[config.mk]
export PLATFORM = sky130hd
export DESIGN_NAME = int_to_fp_conv
export DESIGN_NICKNAME = d
export VERILOG_FILES = /design/src/rtl/int_to_fp_conv.sv
export SDC_FILE = /design/constraint.sdc
export NUM_CORES = 1
export LEC_CHECK = 0
export CORE_ASPECT_RATIO = 1.25
export CORE_MARGIN = 8
export CORE_UTILIZATION = 45
export DETAILED_ROUTE_END_ITERATION = 10
export PLACE_DENSITY = 0.67
export SYNTH_ARGS = -nofsm -noshare
export SYNTH_HDL_FRONTEND = slang
export SYNTH_SLANG_ARGS = --single-unit
[constraint.sdc]
create_clock -name clk -period 6.1 [get_ports clk]
set_input_delay 1.22 -clock clk [delete_from_list [all_inputs] [get_ports clk]]
set_output_delay 1.22 -clock clk [all_outputs]
set_load 0.03 [all_outputs]
[src/rtl/int_to_fp_conv.sv]
// 32-bit signed/unsigned integer to IEEE 754 single-precision converter.
// Normalises one bit per cycle and rounds to nearest, ties to even.
module int_to_fp_conv (
    input  logic        clk,
    input  logic        rst_n,
    input  logic        in_valid,
    output logic        in_ready,
    input  logic [31:0] in_data,
    input  logic        in_signed,
    output logic        out_valid,
    input  logic        out_ready,
    output logic [31:0] out_data,
    output logic        out_inexact
);

    typedef enum logic [1:0] {
        IDLE,
        NORM,
        ROUND,
        DONE
    } state_t;

    state_t      state;
    state_t      state_nx;
    logic        sign;
    logic [31:0] mag;
    logic [7:0]  exp;
    logic        accept;
    logic        neg_in;
    logic        guard;
    logic        sticky;
    logic        round_up;
    logic [23:0] mant_sum;

    assign in_ready  = (state == IDLE);
    assign out_valid = (state == DONE);
    assign accept    = in_valid && (state == IDLE);
    assign neg_in    = in_signed && in_data[31];

    // mag[31] is the hidden bit; bit 8 is the mantissa lsb
    assign guard    = mag[7];
    assign sticky   = |mag[6:0];
    assign round_up = guard && (sticky || mag[8]);
    assign mant_sum = {1'b0, mag[30:8]} + {23'd0, round_up};

    always_ff @(posedge clk or negedge rst_n) begin
        if (!rst_n) begin
            state <= IDLE;
        end else begin
            state <= state_nx;
        end
    end

    always_comb begin
        state_nx = state;
        case (state)
            IDLE:    if (in_valid) state_nx = NORM;
            NORM:    if (mag == '0 || mag[31]) state_nx = (mag == '0) ? DONE : ROUND;
            ROUND:   state_nx = DONE;
            DONE:    if (out_ready) state_nx = IDLE;
            default: state_nx = IDLE;
        endcase
    end

    always_ff @(posedge clk or negedge rst_n) begin
        if (!rst_n) begin
            sign        <= 1'b0;
            mag         <= '0;
            exp         <= '0;
            out_data    <= '0;
            out_inexact <= 1'b0;
        end else begin
            case (state)
                IDLE: begin
                    if (accept) begin
                        sign <= neg_in;
                        mag  <= neg_in ? (32'd0 - in_data) : in_data;
                        exp  <= 8'd158;
                    end
                end
                NORM: begin
                    if (mag == '0) begin
                        out_data    <= '0;
                        out_inexact <= 1'b0;
                    end else if (!mag[31]) begin
                        mag <= {mag[30:0], 1'b0};
                        exp <= exp - 8'd1;
                    end
                end
                ROUND: begin
                    // a mantissa carry leaves mant_sum[22:0] all zero, so only exp needs bumping
                    out_data    <= {sign, exp + {7'd0, mant_sum[23]}, mant_sum[22:0]};
                    out_inexact <= guard || sticky;
                end
                default: ;
            endcase
        end
    end

endmodule
Yosys cells after proc, flatten, opt, wreduce, memory -nomap -nowiden
Index checks and enable logic that the tools add are counted.
{"block": "op_classes", "addsub": 4, "n_mul": 0, "div_mod_pow": 0, "n_lt_le_gt_ge": 0, "eq_ne": 10, "shift": 0, "muxes": 18, "n_bitwise": 0, "reduce_logical": 16}
{"op": "two-way mux 32 bit", "count": 5}
{"op": "case mux 32 bit (2 select lines)", "count": 2}
{"op": "logical NOT 32 bit", "count": 1}
{"op": "subtractor 1 x 32 -> 32 bit, first input constant", "count": 1}
{"op": "adder 23 x 1 -> 24 bit", "count": 1}
{"op": "two-way mux 8 bit", "count": 3}
{"op": "case mux 8 bit (2 select lines)", "count": 1}
{"op": "!= test 2 bit, second input constant", "count": 5}
{"op": "adder 8 x 1 -> 8 bit", "count": 1}
{"op": "case mux 2 bit (4 select lines)", "count": 1}
{"op": "subtractor 8 x 1 -> 8 bit, second input constant", "count": 1}
{"op": "OR reduction 7 bit", "count": 1}
{"op": "two-way mux 2 bit", "count": 3}
{"op": "AND reduction 3 bit", "count": 2}
{"op": "== test 2 bit, second input constant", "count": 2}
{"op": "!= test 2 x 1 -> 1 bit, second input constant", "count": 2}
{"op": "AND reduction 2 bit", "count": 2}
{"op": "AND reduction 4 bit", "count": 1}
{"op": "nonzero test 2 bit", "count": 2}
{"op": "logical AND 1 bit", "count": 3}
{"op": "logical OR 1 bit", "count": 3}
{"op": "== test 2 x 1 -> 1 bit, second input constant", "count": 1}
{"op": "logical NOT 2 bit", "count": 1}
{"op": "two-way mux 1 bit", "count": 2}
{"op": "case mux 1 bit (2 select lines)", "count": 1}
{"block": "totals", "reg_bits": 76, "latch_bits": 0, "mem_bits_rw": 0, "rom_bits": 0, "inputBits": 37, "out_inout_bits": 35, "wordCells": 55, "mem_count": 0}

Longest topological paths before layout
Gate-level depths: netlist of run 1.
{"block": "depth", "depth_word": 6, "depth_mapped": 11, "mapped_depth_nobuf": 10}

Least setup slack after synthesis of run 1
Ideal clock, no wire load.
{"block": "synth_path", "path_type": "input to register", "start": "input port in_data[0]", "end": "register mag[16]", "setup_time_ns": 0.111, "arrival_ns": 2.815, "required_time_ns": 5.989, "slack_ns": 3.174, "cell_stages": 7, "path_buffers": 0, "cell_sequence": "inv_1 -> ha_1 -> nor3b_1 -> nand4_1 -> o31ai_1 -> xor2_1 -> a222oi_1"}
{"block": "synth_via", "elab_chain_cells": 4}
{"element": "start, declared", "line": "8", "rtl": "input logic [31:0] in_data,"}
{"element": "subtractor 1 x 32 -> 32 bit", "line": "77", "rtl": "mag <= neg_in ? (32'd0 - in_data) : in_data;"}
{"element": "two-way mux 32 bit", "line": "77"}
{"element": "two-way mux 32 bit", "line": "75", "rtl": "if (accept) begin"}
{"element": "case mux 32 bit (2 select lines)", "line": "73", "rtl": "case (state)"}
{"element": "end signal, assigned", "line": "77"}
{"element": "end signal, assigned", "line": "86", "rtl": "mag <= {mag[30:0], 1'b0};"}
{"element": "end, declared", "line": "26", "rtl": "logic [31:0] mag;"}
No other way between the ends. The select of a mux whose other input is x is not followed.
A chain may end at the register's enable or synchronous reset.

Final worst setup path of run 1
Same ends and word-level chain as after synthesis.

==> key figures, run 1 <==
CTS
  – CTS resizes: 0
  – Clk_lat worst skew: between 0.3 and 0.4 ns
  – Root Driver: clkbuf_16
  – H-tree Lvls: 3
  – Setup Buffers After CTS: 0
  – Worst-path clk slew: around 0.06 ns
  – CTS max path bufs: 2
  – Clk sink count: 76
  – # hold bufs at CTS: 0
  – CTS tree: yes
  – Num CTS Buffers: 9

Pwr
  – P_leak: 2.348 nW
  – Clk pwr share: between 10% and 20%
  – Internal power: about 1.7 mW
  – Combinational share of power: around half
  – Highest ir drop seen on vdd: between 150 and 200 uV
  – Sequential share of power: 32.2%
  – Power per cell area: just over 500 nW/um2
  – NetSw: between 1 and 1.5 mW
  – Sw Share: 43.22%

Setup path
  – WP data required: roughly 6.3 ns
  – Critical Path End Type: flip-flop
  – CP Buf/Inv Count: 2
  – Crit start category: input pin
  – CP arrival: 3.83 ns
  – Critical path type: input pin to flip-flop
  – Worst-path fanout max: 7
  – Slowest stage delay, CP: roughly 0.7 ns
  – Worst R2R End: mag[16]
  – Critical R2R Launch: state[1]
  – Number of cells on the critical path: 8
  – CP cell instances: clkdlybuf4s50_1 -> inv_1 -> ha_1 -> nor3b_1 -> nand4_1 -> o31ai_1 -> xor2_1 -> a222oi_1
  – Top delay family on crit path: simple AND/OR/NAND/NOR gates
  – Worst setup endpoint: mag[16]
  – CP startpoint: in_data[0]
  – Crit-path slowest cell: nor3b_1
  – R2R depth: 7
  – Reg2Reg Setup Slack: 2.65 ns

Status
  – Status: completed

Global routing
  – Largest net degree at the start of global routing: between 70 and 80
  – GRT overflow: 0
  – First-pass GRT wire length: about 22000 um
  – Initial antenna violation count: 0
  – Gr usage total: 19.02%
  – Number of global-route vias before repair: roughly 4300

Yosys
  – Syn Inst Count: about 530
  – Synth Flop Type: dfrtp_1
  – Post-Syn Area: between 4000 and 5000 um2
  – Post-synthesis register bit count: between 70 and 80
  – Syn Nets: approximately 580
  – Post-synth EDFFs: 0
  – Yosys synthesis warning count: 0
  – Post-synthesis sequential area ratio: about two fifths
  – Syn avg cell area: 9.095 um2
  – Asr flop ratio synth: 100.0%
  – Synth cell types: 67

Drt
  – DRC: 0
  – First-pass detailed-route iteration total: 7
  – Vias: between 4000 and 5000
  – Total Wirelength: ~13000 um
  – DRT antenna net count: 0
  – Drt via density: between 5 and 6
  – Drt wl/cell: ~18 um
  – 1st-iter DRT viols: 373

Floorplan
  – Die Y: 131.8 um
  – Initial Util: between 40 and 50%
  – Core area: between 10000 and 15000 um2
  – Ports: approximately 70
  – Die ar.: about 14000 um2
  – Chip Width: approximately 110 um
  – Rows: 42

Timing
  – Max Clk Rate: 277.3 MHz
  – Layout Skew: 0.008052 ns
  – Setup violations, final: 0
  – Max Slew Vio Count: 0
  – Post-Route Hold Slack: approximately 0.48 ns
  – Period utilization: roughly 60%
  – Fin crit period: about 3.6 ns
  – Final hold violations: 0
  – Rel. slew slack: 34.91%
  – Worst-margin pin slew: between 0.9 and 1 ns
  – RSZ-0062 raised after global routing: false
  – Setup TNS: 0 ns

Cells and area
  – Commonest non-fill, non-tap cell in the layout: dfrtp_1
  – Proportion of layout cells with a drive suffix above 1: 6.791%
  – Final Core Density: approximately 56%
  – Layout area overhead: 22.31%
  – Nets@finish: between 600 and 700
  – Most frequent cells in the layout: 76 x dfrtp_1, 70 x clkdlybuf4s50_1, 63 x nand2_1
  – Post-Layout Inst Area: about 5900 um2
  – ANT cells: 0

Placement
  – Input/output buffers: 71
  – GPL Wtd Cong: ~0.93
  – HPWL Detailed: a little over 10000 um
  – Cell Area, Placed: approximately 5600 um2

Hold path
  – Hold path startpoint: out_data[24]
  – Hold crit path type: flip-flop to flip-flop

Job
  – Max_cap viols: 0
==> worst register-to-register path: stages (launching register included) <==
cell      delay [ns]
dfrtp_1         0.41
inv_1           0.08
ha_1            0.60
inv_1           0.32
nor2_1          0.80
o31ai_4         0.33
nor2_2          0.52
a222oi_1        0.21
==> per-stage QoR <==
stage / total power, mW / cells / worst slack, ns
after global placement: 2.422 / 705 / 2.296
after floorplan: 1.984 / 531 / 3.174
after global routing: 3.239 / 721 / 2.283
after detailed placement: 2.455 / 705 / 2.207
final: 3.036 / 721 / 2.494
after CTS: 3.051 / 721 / 2.551
==> power by group through the flow <==
stage	registers, mW	logic [mW]	clock network [mW]
2_1_floorplan	1.07	0.914	0
3_3_place_gp	0.974	1.45	0
3_5_place_dp	0.982	1.47	0
4_1_cts	0.975	1.48	0.601
5_1_grt	1.01	1.60	0.623
6_report	0.978	1.47	0.592
==> how the worst min path moves through the flow <==
stage,to,slack (ns),cells after the start
floorplan,sign,0.45,2
global placement,out_data[28],0.46,2
detailed placement,out_data[24],0.47,2
CTS,out_data[24],0.48,2
global route,out_data[4],0.51,2
finish,out_data[24],0.48,2
==> final cells by class <==
class	instances	area, um2
Clock buffer	12	266.5
Clock inverter	4	70.07
Fill cell	946	4603
Inverter	25	93.84
Multi-Input combinational cell	399	2686
Sequential cell	76	1902
Tap cell	132	165.2
Timing Repair Buffer	73	723.2
==> synth_stat cells (6+ instances only) <==
master | number | area share [%]
a21oi_1 | 12 | 1.2
a221oi_1 | 6 | 1.1
a31oi_1 | 7 | 0.91
and3_1 | 10 | 1.3
buf_2 | 6 | 0.62
clkbuf_1 | 19 | 1.5
dfrtp_1 | 76 | 39
ha_1 | 9 | 2.3
inv_1 | 24 | 1.9
mux2_2 | 6 | 1.4
nand2_1 | 63 | 4.9
nand3_1 | 9 | 0.93
nand4_1 | 13 | 1.7
nor2_1 | 28 | 2.2
nor3_1 | 23 | 2.4
nor4_1 | 17 | 2.2
o21ai_0 | 19 | 2.0
o21ai_1 | 23 | 2.4
o31ai_1 | 13 | 2.0
xnor2_1 | 34 | 6.2
xor2_1 | 19 | 3.4
==> flip-flops by register name (all words and copies together) (netlist names) <==
signal       count
out_data        32
exp              8
out_inexact      1
mag             32
state            2
sign             1
==> cell families after synthesis <==
| group | count (synthesis) | share of synthesized area, % |
|---|---|---|
| AND/OR/NAND/NOR | 197 | 22.15 |
| flip-flops | 76 | 39.38 |
| multiplexers | 15 | 3.368 |
| buffers and inverters | 56 | 5.052 |
| XOR/XNOR | 53 | 9.611 |
| AO/OA/AOI/OAI | 125 | 18.11 |
| adder cells (fa/ha/maj) | 9 | 2.332 |
==> per-layer routing <==
metal	up-vias	global-route usage, %	routed length, um
met5	-	0	0
met4	0	9.535	452
met3	36	3.816	699
met2	153	29.71	6351
met1	2037	24.16	5745
li1	2056	-	-
(Power assumes the default switching activity.)
==> run 2, diff against run 1 <==
--- a/config.mk
+++ b/config.mk
@@ -9,7 +9,7 @@
 export CORE_MARGIN = 8
 export CORE_UTILIZATION = 45
 export DETAILED_ROUTE_END_ITERATION = 10
-export PLACE_DENSITY = 0.67
+export PLACE_DENSITY = 0.7
 export SYNTH_ARGS = -nofsm -noshare
 export SYNTH_HDL_FRONTEND = slang
 export SYNTH_SLANG_ARGS = --single-unit
==> constraint.sdc (replaced) <==
create_clock -name clk -period 3.2 [get_ports clk]
set_input_delay 0.64 -clock clk [delete_from_list [all_inputs] [get_ports clk]]
set_output_delay 0.64 -clock clk [all_outputs]
set_load 0.03 [all_outputs]
==> run 2 against run 1 <==
  * Clock power up 88%
  * Register-to-register slack worse by 2.3 ns
  * Hold slack got worse by 0.0060 ns
  * Clock skew is essentially flat
  * Sequential power increased by 89%
  * Total power up 94%
  * First-iteration DRC count decreased by 24%
  * Die area did not move
  * Largest power group unchanged
==> key figures, run 2 (synthesis gave the netlist of run 1 again) <==
Setup path
  – CP arrival: 3.08 ns (-0.75 ns)
  – CP Buf/Inv Count: 0 (-2)
  – Crit-path slowest cell: dfrtp_1
  – CP startpoint: mag[10]
  – Critical R2R Launch: mag[10]
  – Top delay family on crit path: simple AND/OR/NAND/NOR gates
  – Critical path type: flip-flop to flip-flop
  – Slowest stage delay, CP: 0.50 ns (-0.20 ns)
  – Critical Path End Type: flip-flop
  – CP cell instances: nand4_1 -> or2_2 -> or3_1 -> nor4_1 -> ha_1 -> nand3_1 -> nor2_1 -> nand2_1 -> xor2_1 -> o21ai_1
  – WP data required: 3.39 ns (-2.93 ns)
  – Crit start category: flip-flop
  – Worst-path fanout max: 7 (unchanged)

CTS
  – Clk sink count: 76 (unchanged)
  – Worst-path clk slew: 0.06 ns (about the same)
  – Num CTS Buffers: 9 (unchanged)
  – CTS max path bufs: 2 (unchanged)
  – Setup Buffers After CTS: 0 (unchanged)
  – # hold bufs at CTS: 0 (unchanged)
  – CTS resizes: 0 (unchanged)
  – Root Driver: clkbuf_16
  – H-tree Lvls: 3 (unchanged)
  – CTS tree: yes
  – Clk_lat worst skew: 0.34 ns (about the same)

Drt
  – Drt via density: 5.959 (+0.34%)
  – DRT antenna net count: 0 (unchanged)
  – 1st-iter DRT viols: 284 (-24%)
  – First-pass detailed-route iteration total: 5 (-2)
  – DRC: 0 (unchanged)
  – Total Wirelength: 13730 um (+3.7%)
  – Vias: 4392 (+2.6%)
  – Drt wl/cell: 18.64 um (+1.4%)

Cells and area
  – Most frequent cells in the layout: 76 x dfrtp_1, 70 x clkdlybuf4s50_1, 63 x nand2_1
  – Layout area overhead: 24.72%
  – Commonest non-fill, non-tap cell in the layout: dfrtp_1
  – Top Registers: mag x32, out_data x32, exp x8
  – Nets@finish: 647 (+2.7%)
  – Proportion of layout cells with a drive suffix above 1: 9.256% (+2.5 points)
  – Final Core Density: 57.31% (+1.1 points)
  – Post-Layout Inst Area: 6023 um2 (+2.0%)
  – Final Instance Count excl. Fillers: 737 (+2.2%)
  – ANT cells: 0 (unchanged)

Floorplan
  – Die ar.: 14320 um2 (unchanged)
  – Rows: 42 (unchanged)
  – Die Y: 131.8 um (unchanged)
  – Initial Util: 45.95% (unchanged)
  – Ports: 72 (unchanged)
  – Chip Width: 108.7 um (unchanged)
  – Core area: 10510 um2 (unchanged)

Global routing
  – Gr usage total: 19.77% (+0.74 points)
  – Largest net degree at the start of global routing: 77 (unchanged)
  – First-pass GRT wire length: 22690 um (+3.7%)
  – Initial antenna violation count: 0 (unchanged)
  – GRT overflow: 0 (unchanged)
  – Number of global-route vias before repair: 4477 (+4.0%)

Pwr
  – Sequential share of power: 31.5% (-0.7 points)
  – Power per cell area: 978.4 nW/um2 (+90%)
  – P_leak: 2.422 nW (+3.2%)
  – Clk pwr share: 18.9% (-0.6 points)
  – NetSw: 2.566 mW (+96%)
  – Combinational share of power: 49.6% (+1.3 points)
  – Internal power: 3.327 mW (+93%)
  – Sw Share: 43.54% (+0.32 points)
  – Highest ir drop seen on vdd: 478.9 uV (+150%)

Placement
  – GPL Wtd Cong: 0.8787 (-5.5%)
  – Cell Area, Placed: 5698 um2 (+2.3%)
  – Post-place setup slack: 0.2550 ns (-1.952 ns)
  – Input/output buffers: 71 (unchanged)
  – HPWL Detailed: 10430 um (+2.9%)
  – Inst Count DP: 722 (+2.4%)

Timing
  – Fin crit period: 2.892 ns
  – Setup ws final: 0.3079 ns (-2.186 ns)
  – Max Clk Rate: 345.8 MHz
  – Max Slew Vio Count: 0 (unchanged)
  – RSZ-0062 raised after global routing: false
  – Setup violations, final: 0 (unchanged)
  – Final hold violations: 0 (unchanged)
  – Rel. slew slack: 35.30% (+0.39 points)
  – Setup TNS: 0 ns (unchanged)
  – Period utilization: about nine tenths
  – Worst-margin pin slew: 0.9705 ns (+0.003124 ns)
  – Layout Skew: 0.008252 ns (+0.0001999 ns)

Job
  – Max_cap viols: 0 (unchanged)

Status
  – Status: completed

Hold path
  – Hold crit path type: input pin to async pin
==> run 2: cell types whose count changed in the layout (fill, tap and decap cells not counted) <==
cell        before  now
clkinv_2         2    1
buf_4            3   20
clkbuf_8         3    2
clkinvlp_4       0    1
==> run 2: per-layer routing <==
layer  vias up  wire length, um  track usage (%)
met1      2134             5715            23.41
met4         0              416            8.467
met3        24              708            3.718
met2       144             6893            33.62
met5         -                0                0
li1       2090                -                -
==> run 2: cell type report <==
class	instances	area (um2)
clock inverters	4	72.57
repair buffers	90	850.8
fillers	955	4487
well taps	132	165.2
multi-input cells	399	2686
clock buffers	11	252.7
flip-flops and latches	76	1902
inverters	25	93.84
==> run 2: path summary, 6_finish.rpt <==
check | slack [ns] | cells past startpoint | endpoint
max in group asynchronous | 2.12 | 1 | exp[2]
max reg2reg | 0.31 | 10 | out_data[30]
max | 0.31 | 10 | out_data[30]
min in group clk | 0.48 | 2 | out_data[24]
min | 0.47 | 1 | out_data[7]
min reg2reg | 0.48 | 2 | out_data[24]
==> run 2: stage by stage <==
step,hold slack [ns],power (mW)
after CTS,0.4849,5.920
after detailed placement,0.4717,4.787
after global placement,0.4615,4.701
after floorplan,0.3444,3.781
final,0.4690,5.893
after global routing,0.5055,6.275
==> run 2: power by group through the flow <==
stage / clock network (mW) / logic [mW] / registers [mW]
2_1_floorplan: 0 / 1.74 / 2.04
3_3_place_gp: 0 / 2.86 / 1.85
3_5_place_dp: 0 / 2.92 / 1.87
4_1_cts: 1.13 / 2.93 / 1.85
5_1_grt: 1.18 / 3.19 / 1.91
6_report: 1.11 / 2.92 / 1.85
